$ cat config.mk
export PLATFORM = sky130hd
export DESIGN_NAME = mul_hilo_ctrl
export DESIGN_NICKNAME = d
export VERILOG_FILES = /design/src/rtl/alu_ops_pkg.sv /design/src/rtl/hilo_reg.sv /design/src/rtl/mul_hilo_ctrl.sv
export SDC_FILE = /design/constraint.sdc
export NUM_CORES = 1
export LEC_CHECK = 0
export BUFFER_PORTS_ARGS = -buffer_cell sky130_fd_sc_hd__buf_2
export CORE_UTILIZATION = 40
export CTS_CLUSTER_SIZE = 10
export DETAILED_ROUTE_END_ITERATION = 16
export PLACE_DENSITY = 0.69
export SLEW_MARGIN = 20
export SYNTH_ARGS = -nofsm -noshare
export SYNTH_HDL_FRONTEND = slang
export SYNTH_SLANG_ARGS = --single-unit
$ cat constraint.sdc
create_clock -name clk -period 3.92 [get_ports clk]
set_input_delay 0.196 -clock clk [delete_from_list [all_inputs] [get_ports clk]]
set_output_delay 0.196 -clock clk [all_outputs]
set_load 0.02 [all_outputs]
$ cat src/rtl/alu_ops_pkg.sv
// alu_ops_pkg
//   Op codes shared by the decoder, the HI/LO controller and the shift-add
//   multiplier. Also holds the state encoding of the multiply controller FSM.
package alu_ops_pkg;

   localparam logic [5:0] OP_MULTU = 6'b011001;  // start multiply
   localparam logic [5:0] OP_MFHI  = 6'b010000;  // read HI
   localparam logic [5:0] OP_MFLO  = 6'b010010;  // read LO
   localparam logic [5:0] OP_OUT   = 6'b111111;  // multiplier unload
   localparam logic [5:0] OP_NOP   = 6'b000000;  // idle

   localparam int unsigned MUL_CNT_W = 5;
   localparam logic [MUL_CNT_W-1:0] MUL_CNT_LAST = 5'd31;

   typedef enum logic [1:0] {
      ST_IDLE    = 2'd0,
      ST_RUN     = 2'd1,
      ST_UNLOAD  = 2'd2,
      ST_CAPTURE = 2'd3
   } mul_state_e;

endpackage : alu_ops_pkg

$ cat src/rtl/hilo_reg.sv
// hilo_reg
//   HI/LO register pair written as one 64-bit value.
//   i_clk    : clock, rising edge
//   i_rst_n  : asynchronous active-low clear of HI and LO
//   i_we     : write enable for the full 64-bit pair
//   i_wdata  : {HI, LO} write data
//   o_hi     : HI read port
//   o_lo     : LO read port
module hilo_reg (
   input  logic        i_clk,
   input  logic        i_rst_n,
   input  logic        i_we,
   input  logic [63:0] i_wdata,
   output logic [31:0] o_hi,
   output logic [31:0] o_lo
);

   logic [31:0] r_hi;
   logic [31:0] r_lo;

   always_ff @(posedge i_clk or negedge i_rst_n) begin
      if (!i_rst_n) begin
         r_hi <= '0;
         r_lo <= '0;
      end else if (i_we) begin
         r_hi <= i_wdata[63:32];
         r_lo <= i_wdata[31:0];
      end
   end

   assign o_hi = r_hi;
   assign o_lo = r_lo;

endmodule : hilo_reg

$ cat src/rtl/mul_hilo_ctrl.sv
// mul_hilo_ctrl
//   Sequences an external 32-cycle shift-add multiplier for MULTU and holds
//   the unsigned 64-bit product in HI/LO for MFHI/MFLO reads.
//   clk         : clock, all state on rising edge
//   reset       : asynchronous active-low reset
//   Signal      : ALU op code from the decoder
//   dataA/dataB : operands, latched when MULTU is accepted
//   mul_signal  : registered code to the multiplier (NOP/MULTU/OUT)
//   mul_dataA/B : latched operands to the multiplier
//   mul_dataOut : product from the multiplier
//   rd_data     : combinational HI/LO read result (0 for other codes)
//   busy        : multiply in progress
//   done        : one-cycle pulse when HI/LO are updated
//   stall       : MFHI/MFLO requested while busy
module mul_hilo_ctrl
   import alu_ops_pkg::*;
#(
   parameter logic [5:0] MULTU = OP_MULTU,
   parameter logic [5:0] MFHI  = OP_MFHI,
   parameter logic [5:0] MFLO  = OP_MFLO,
   parameter logic [5:0] OUT   = OP_OUT,
   parameter logic [5:0] NOP   = OP_NOP
) (
   input  logic        clk,
   input  logic        reset,
   input  logic [5:0]  Signal,
   input  logic [31:0] dataA,
   input  logic [31:0] dataB,
   output logic [5:0]  mul_signal,
   output logic [31:0] mul_dataA,
   output logic [31:0] mul_dataB,
   input  logic [63:0] mul_dataOut,
   output logic [31:0] rd_data,
   output logic        busy,
   output logic        done,
   output logic        stall
);

   mul_state_e               r_state;
   mul_state_e               w_state_nxt;
   logic [MUL_CNT_W-1:0]     r_cnt;
   logic [MUL_CNT_W-1:0]     w_cnt_nxt;
   logic [5:0]               r_mul_signal;
   logic [5:0]               w_sig_nxt;
   logic [31:0]              r_mul_dataA;
   logic [31:0]              r_mul_dataB;
   logic                     r_done;
   logic                     w_latch;
   logic                     w_capture;
   logic [31:0]              w_hi;
   logic [31:0]              w_lo;
   logic                     w_busy;
   logic                     w_is_rd;

   // mul_signal is registered, so the code for the next cycle is chosen here
   // together with the next state; IDLE always issues NOP so each RUN entry
   // shows the multiplier a NOP->MULTU edge.
   always_comb begin
      w_state_nxt = r_state;
      w_cnt_nxt   = r_cnt;
      w_sig_nxt   = NOP;
      w_latch     = 1'b0;
      w_capture   = 1'b0;
      case (r_state)
         ST_IDLE: begin
            if (Signal == MULTU) begin
               w_state_nxt = ST_RUN;
               w_cnt_nxt   = '0;
               w_sig_nxt   = MULTU;
               w_latch     = 1'b1;
            end
         end
         ST_RUN: begin
            w_cnt_nxt = r_cnt + 5'd1;
            if (r_cnt == MUL_CNT_LAST) begin
               w_state_nxt = ST_UNLOAD;
               w_sig_nxt   = OUT;
            end else begin
               w_sig_nxt   = MULTU;
            end
         end
         ST_UNLOAD: begin
            w_state_nxt = ST_CAPTURE;
         end
         ST_CAPTURE: begin
            w_capture   = 1'b1;
            w_state_nxt = ST_IDLE;
         end
         default: begin
            w_state_nxt = ST_IDLE;
         end
      endcase
   end

   always_ff @(posedge clk or negedge reset) begin
      if (!reset) begin
         r_state      <= ST_IDLE;
         r_cnt        <= '0;
         r_mul_signal <= NOP;
         r_done       <= 1'b0;
      end else begin
         r_state      <= w_state_nxt;
         r_cnt        <= w_cnt_nxt;
         r_mul_signal <= w_sig_nxt;
         r_done       <= w_capture;
      end
   end

   // Operands only move on acceptance, so a MULTU while busy leaves them alone.
   always_ff @(posedge clk or negedge reset) begin
      if (!reset) begin
         r_mul_dataA <= '0;
         r_mul_dataB <= '0;
      end else if (w_latch) begin
         r_mul_dataA <= dataA;
         r_mul_dataB <= dataB;
      end
   end

   hilo_reg u_hilo (
      .i_clk   (clk),
      .i_rst_n (reset),
      .i_we    (w_capture),
      .i_wdata (mul_dataOut),
      .o_hi    (w_hi),
      .o_lo    (w_lo)
   );

   assign w_busy  = (r_state != ST_IDLE);
   assign w_is_rd = (Signal == MFHI) || (Signal == MFLO);

   always_comb begin
      rd_data = '0;
      if (Signal == MFHI) begin
         rd_data = w_hi;
      end else if (Signal == MFLO) begin
         rd_data = w_lo;
      end
   end

   assign mul_signal = r_mul_signal;
   assign mul_dataA  = r_mul_dataA;
   assign mul_dataB  = r_mul_dataB;
   assign busy       = w_busy;
   assign done       = r_done;
   assign stall      = w_is_rd && w_busy;

endmodule : mul_hilo_ctrl

==> flow_summary.toml, run 1 <==
[status]
status = "finished clean"

[global_routing]
antenna_found_initial = 0
grt_pass1_vias = 4308
use_met3 = 0.0646
grt_pass1_wl_mm = 21.0
grt-ovfl-total = 0
grt_usage = 0.187
grt_max_degree = 67
grt.met2_usage = 0.315
gr-max-usage-layer = "met2"
grt_use_met1 = 0.219

[route]
ant_nets = 0
drt_iter0_drc = 117
wl_mm = 13.1
dr.pass1.iters = 4
drc = 0
num_vias = 4166
wl_per_cell_um = 15.4
viasPerCell = 4.90

[die]
core_um2 = 13800
core.rowCount = 43
die_y_um = 121
die-area_um2 = 14600
start_util = 0.408
ioPinCount = 241
die_x_um = 121

[synth]
synth_edf_count = 0
syn-num-nets = 502
yosysWarnings = 0
synth_seq_cells = 138
netlist_area_um2 = 5650
synth_cells = 360
ys.flop_type = "dfrtp_1"
synth.distinct_cells = 29
muxShareOfSynthArea = 0.257
synth_xor_xnor_area_share = 0
syn_avg_cell_area_um2 = 15.7
synth_top_family_by_area = "multiplexers"
synth_fa_ha_area_frac = 0.0133
synth-simple-area-share = 0.0255
yosysSeqAreaShare = 0.612
async_reset_ff_frac = 1.00
synth_compound_area_frac = 0.0649

[setup_path]
cp_top_family = "buffers and inverters"
cp_slowest_cell = "buf_4"
critPathKind = "reg -> reg"
crit_top_cell = "inv_1"
critPathLaunchType = "flip-flop"
required_ps = 4210
arrival_ps = 2740
crit_chain = "inv_1, ha_1, inv_1, nor4_4, buf_4, a21oi_2, a221o_1"
cp-end-kind = "flip-flop"
critPathMaxFanout = 66
crit_buf_inv = 3
slowest_delay_ps = 660

[final_layout]
final_cell_mix = "buf_2 (239), dfrtp_1 (138), mux2_2 (129)"
seq_area_um2 = 3450
final_net_count = 801
drive_gt1_frac = 0.618
stdcell_count = 851
multi_input_area_um2 = 2060
fillers = 1103
syn_to_final_growth_pct = 44.8
final_common_cell = "buf_2"
n_antenna_cell = 0

[sta]
worst_pin_slew_ps = 814
fin_crit_ps = 2450
maxSlewViolCount = 0
slew_headroom = 0.458
rsz0062_at_grt = "no"
setup_viol = 0
min_period_over_period = 0.625
hold_viol = 0
fmax_ghz = 0.408
setup_tns_ps = 0
fin_worst_skew_ps = 11.4

[flow_run]
max-cap-violations = 0

[power]
peakVddDrop_mv = 0.395
total_leakage_power_uw = 0.00424
netSwitchingPower_uw = 1370
total_power_uw = 4920
power.density_nw_per_um2 = 601
seqPwrFrac = 0.429
p_sw_frac = 0.279
clockPowerShare = 0.318
intPower_uw = 3550
p_comb_frac = 0.253

[place]
place_inst = 762
io_buffers = 240
post-dp-hpwl_mm = 8.90
gp_congestion = 0.793

[clock_network]
clkSlewWorstSetupHoldPaths_ps = 60
clockRootBuffer = "clkbuf_16"
clock_latency_ps = 410
cts.sinks = 138
cts_buffers = 17
htree_levels = 4
cts_buffer_depth = 2
tritoncts = "built"
postCtsSetupRepairBufs = 0

[min_path]
hp-class = "in -> reg"
-- cell type report --
class | count | area share
flip-flops and latches | 138 | 0.422
multi-input cells | 194 | 0.252
repair buffers | 305 | 0.225
clock buffers | 20 | 0.0571
well taps | 180 | 0.0275
clock inverters | 11 | 0.0147
inverters | 3 | 0.00138
-- cells by family (layout without fill, tap and decap cells) --
kind of cell	after synthesis	after routing
muxes	129	129
and+or+nand+nor	19	19
DFF	138	138
AOI/OAI and AO/OA	40	40
adders and majority gates	6	6
buffers and inverters	28	339
-- cell usage after synthesis (2+ instances only) --
cell      count  share of area
mux2_2      129           0.26
and3_1        2         0.0022
nor2_1        2         0.0013
buf_6         3         0.0060
buf_4         6         0.0080
buf_2         4         0.0035
dfrtp_1     138           0.61
a221o_1       2         0.0035
inv_1         3         0.0020
a32o_1        2         0.0035
a22o_1       33          0.051
ha_1          6          0.013
clkbuf_1     12         0.0080
nand2_1       3         0.0020
-- layer usage --
layer / routed length (um) / vias to the layer above
li1: - / 1914
met1: 5410 / 2046
met2: 6410 / 195
met3: 1170 / 11
met4: 150 / 0
met5: 0 / -
-- what timing repair did --
| action | CTS | global route |
|---|---|---|
| hold endpoints to repair | 114 | 1 |
| resized for setup | 0 | 0 |
| hold buffers | 57 | 1 |
-- final timing paths --
check / end / startpoint / slack, ps / depth (start not counted)
worst max-delay path: r_cnt[2] / r_state[0] / 1470 / 7
worst min-delay path: u_hilo.o_lo[15] / mul_dataOut[15] / 20 / 2
worst max register to register: r_cnt[2] / r_state[0] / 1470 / 7
worst min register to register: mul_dataA[0] / mul_dataA[0] / 500 / 1
max in group asynchronous: mul_dataA[6] / reset / 2660 / 3
min in group asynchronous: u_hilo.o_lo[3] / reset / 330 / 2
-- power by group through the flow --
stage          logic (uW)  clock network [uW]  registers (uW)
6_report             1240                1560            2110
3_3_place_gp         1170                   0            2100
5_1_grt              1360                1660            2170
3_5_place_dp         1210                   0            2130
4_1_cts              1260                1610            2110
2_1_floorplan         818                   0            2150
-- state kept, by name (all words and copies together) (netlist names) --
register / flops
done: 1
mul_dataA: 32
mul_dataB: 32
mul_signal: 2
r_cnt: 5
r_state: 2
u_hilo.o_hi: 32
u_hilo.o_lo: 32
-- stage by stage --
step | util | hold slack (ps) | worst slack (ps) | cell area, um2
2_1_floorplan | - | -99.6 | 1890 | 5650
3_3_place_gp | 0.507 | 208 | 1500 | 7010
3_5_place_dp | 0.507 | 212 | 1380 | 7010
4_1_cts | 0.591 | 0.322 | 1390 | 8170
5_1_grt | 0.591 | 5.11 | 1280 | 8180
6_report | 0.591 | 17.2 | 1470 | 8180
(Power assumes the default switching activity.)
==> run 2, diff against run 1 <==
==> constraint.sdc (replaced) <==
create_clock -name clk -period 2.3 [get_ports clk]
set_input_delay 0.115 -clock clk [delete_from_list [all_inputs] [get_ports clk]]
set_output_delay 0.115 -clock clk [all_outputs]
set_load 0.02 [all_outputs]
==> flow_summary.toml, run 2 (synthesized netlist as in run 1, its figures left out) <==
[sta]
setup_viol = 0
slew_headroom = 0.634
maxSlewViolCount = 0
fin_worst_skew_ps = 5.87
min_period_over_period = 0.899
fmax_ghz = 0.483
rsz0062_at_grt = "no"
fin_crit_ps = 2070
hold_ws_ps = 245
hold_viol = 0
worst_pin_slew_ps = 549
setup_tns_ps = 0

[clock_network]
cts_resized = 0
clockRootBuffer = "clkbuf_16"
cts.sinks = 138
postCtsSetupRepairBufs = 0
tritoncts = "built"
clkSlewWorstSetupHoldPaths_ps = 50
htree_levels = 4
cts_buffers = 17
clock_latency_ps = 410
cts_buffer_depth = 2

[place]
io_buffers = 240
post-dp-hpwl_mm = 9.06
gp_congestion = 0.758

[global_routing]
grt-ovfl-total = 0
grt_pass1_vias = 4920
grt_max_degree = 59
antenna_found_initial = 0
grt_usage = 0.213
grt_pass1_wl_mm = 24.0

[route]
dr.pass1.iters = 4
viasPerCell = 4.86
wl_mm = 14.9
wl_per_cell_um = 16.1
drt_iter0_drc = 115
num_vias = 4493
drc = 0
ant_nets = 0

[final_layout]
fillers = 957
syn_to_final_growth_pct = 58.8
final_common_cell = "buf_2"
n_antenna_cell = 0
final_net_count = 874
drive_gt1_frac = 0.560
final_cell_mix = "buf_2 (239), dfrtp_1 (138), mux2_2 (129), dlygate4sd3_1 (129), a22o_1 (33)"

[power]
netSwitchingPower_uw = 2420
seqPwrFrac = 0.422
p_comb_frac = 0.267
power.density_nw_per_um2 = 955
clockPowerShare = 0.311
peakVddDrop_mv = 0.630
total_power_uw = 8570
intPower_uw = 6140
total_leakage_power_uw = 0.00456
p_sw_frac = 0.283

[setup_path]
cp-end-kind = "flip-flop"
r2r-start = "r_state[0]"
cp_top_family = "buffers and inverters"
reg2reg_slack_ps = 230
critPathMaxFanout = 33
crit_chain = "inv_1, ha_1, inv_1, nor4_4, buf_12, a21oi_2, a221o_1"
crit_top_cell = "inv_1"
r2r_end = "r_cnt[2]"
reg2regPathDepth = 7
crit_buf_inv = 3
slowest_delay_ps = 400
arrival_ps = 2350
critPathKind = "reg -> reg"
critPathLaunchType = "flip-flop"
cp_slowest_cell = "dfrtp_1"
required_ps = 2590

[status]
status = "finished clean"

[min_path]
hp-class = "in -> async"

[die]
start_util = 0.408
die_y_um = 121
core_um2 = 13800
die-area_um2 = 14600
ioPinCount = 241
core.rowCount = 43
die_x_um = 121

[flow_run]
max-cap-violations = 0
==> run 2: through the flow <==
| stage | util | std cells | instance area [um2] | setup WS [ps] |
|---|---|---|---|---|
| detailed placement | 0.512 | 764 | 7090 | 209 |
| floorplan | - | 360 | 5650 | 272 |
| global placement | 0.512 | 764 | 7090 | 285 |
| global route | 0.649 | 925 | 8970 | 97.3 |
| finish | 0.649 | 925 | 8970 | 231 |
| CTS | 0.649 | 925 | 8970 | 207 |
==> run 2: power by group through the flow <==
stage                     clock network (uW)  registers, uW  logic [uW]
after floorplan                            0           3670        1390
after global placement                     0           3580        2000
after detailed placement                   0           3630        2090
after CTS                               2730           3590        2270
after global routing                    2850           3700        2470
final                                   2660           3620        2290
==> run 2: final cells by class <==
class                   instances  area, um2  share of cell area
multi-input cells             194       2060               0.230
well taps                     180        225              0.0251
flip-flops and latches        138       3450               0.385
inverters                       3       11.3             0.00126
repair buffers                378       2630               0.293
clock buffers                  21        470              0.0525
clock inverters                11        120              0.0134
==> run 2: worst max-delay path by stage <==
stage	cells past startpoint	to	from	slack [ps]
finish	7	r_cnt[2]	r_state[0]	230
global route	7	r_cnt[2]	r_state[0]	100
CTS	7	r_cnt[2]	r_state[0]	210
detailed placement	7	r_cnt[3]	r_state[0]	210
global placement	7	mul_dataA[2]	r_state[0]	280
floorplan	7	mul_dataA[22]	r_state[0]	270
==> run 2: worst register-to-register path: stages (launching register included) <==
cell and delay (ps):
dfrtp_1 400, inv_1 110, ha_1 260, inv_1 130
nor4_4 340, buf_12 250, a21oi_2 90, a221o_1 380
==> run 2: what timing repair did <==
action                                  4_1_cts  5_1_grt
endpoints found under the hold margin       184        0
hold buffers                                129        0
endpoints found under the setup margin        0        0
==> run 2: metal layers <==
metal | global-route usage | wire length, um | vias to the layer above
met3 | 0.0693 | 1140 | 15
met4 | 0.0772 | 195 | 0
met2 | 0.366 | 7400 | 195
met5 | 0 | 0 | -
li1 | - | - | 2061
met1 | 0.248 | 6160 | 2222
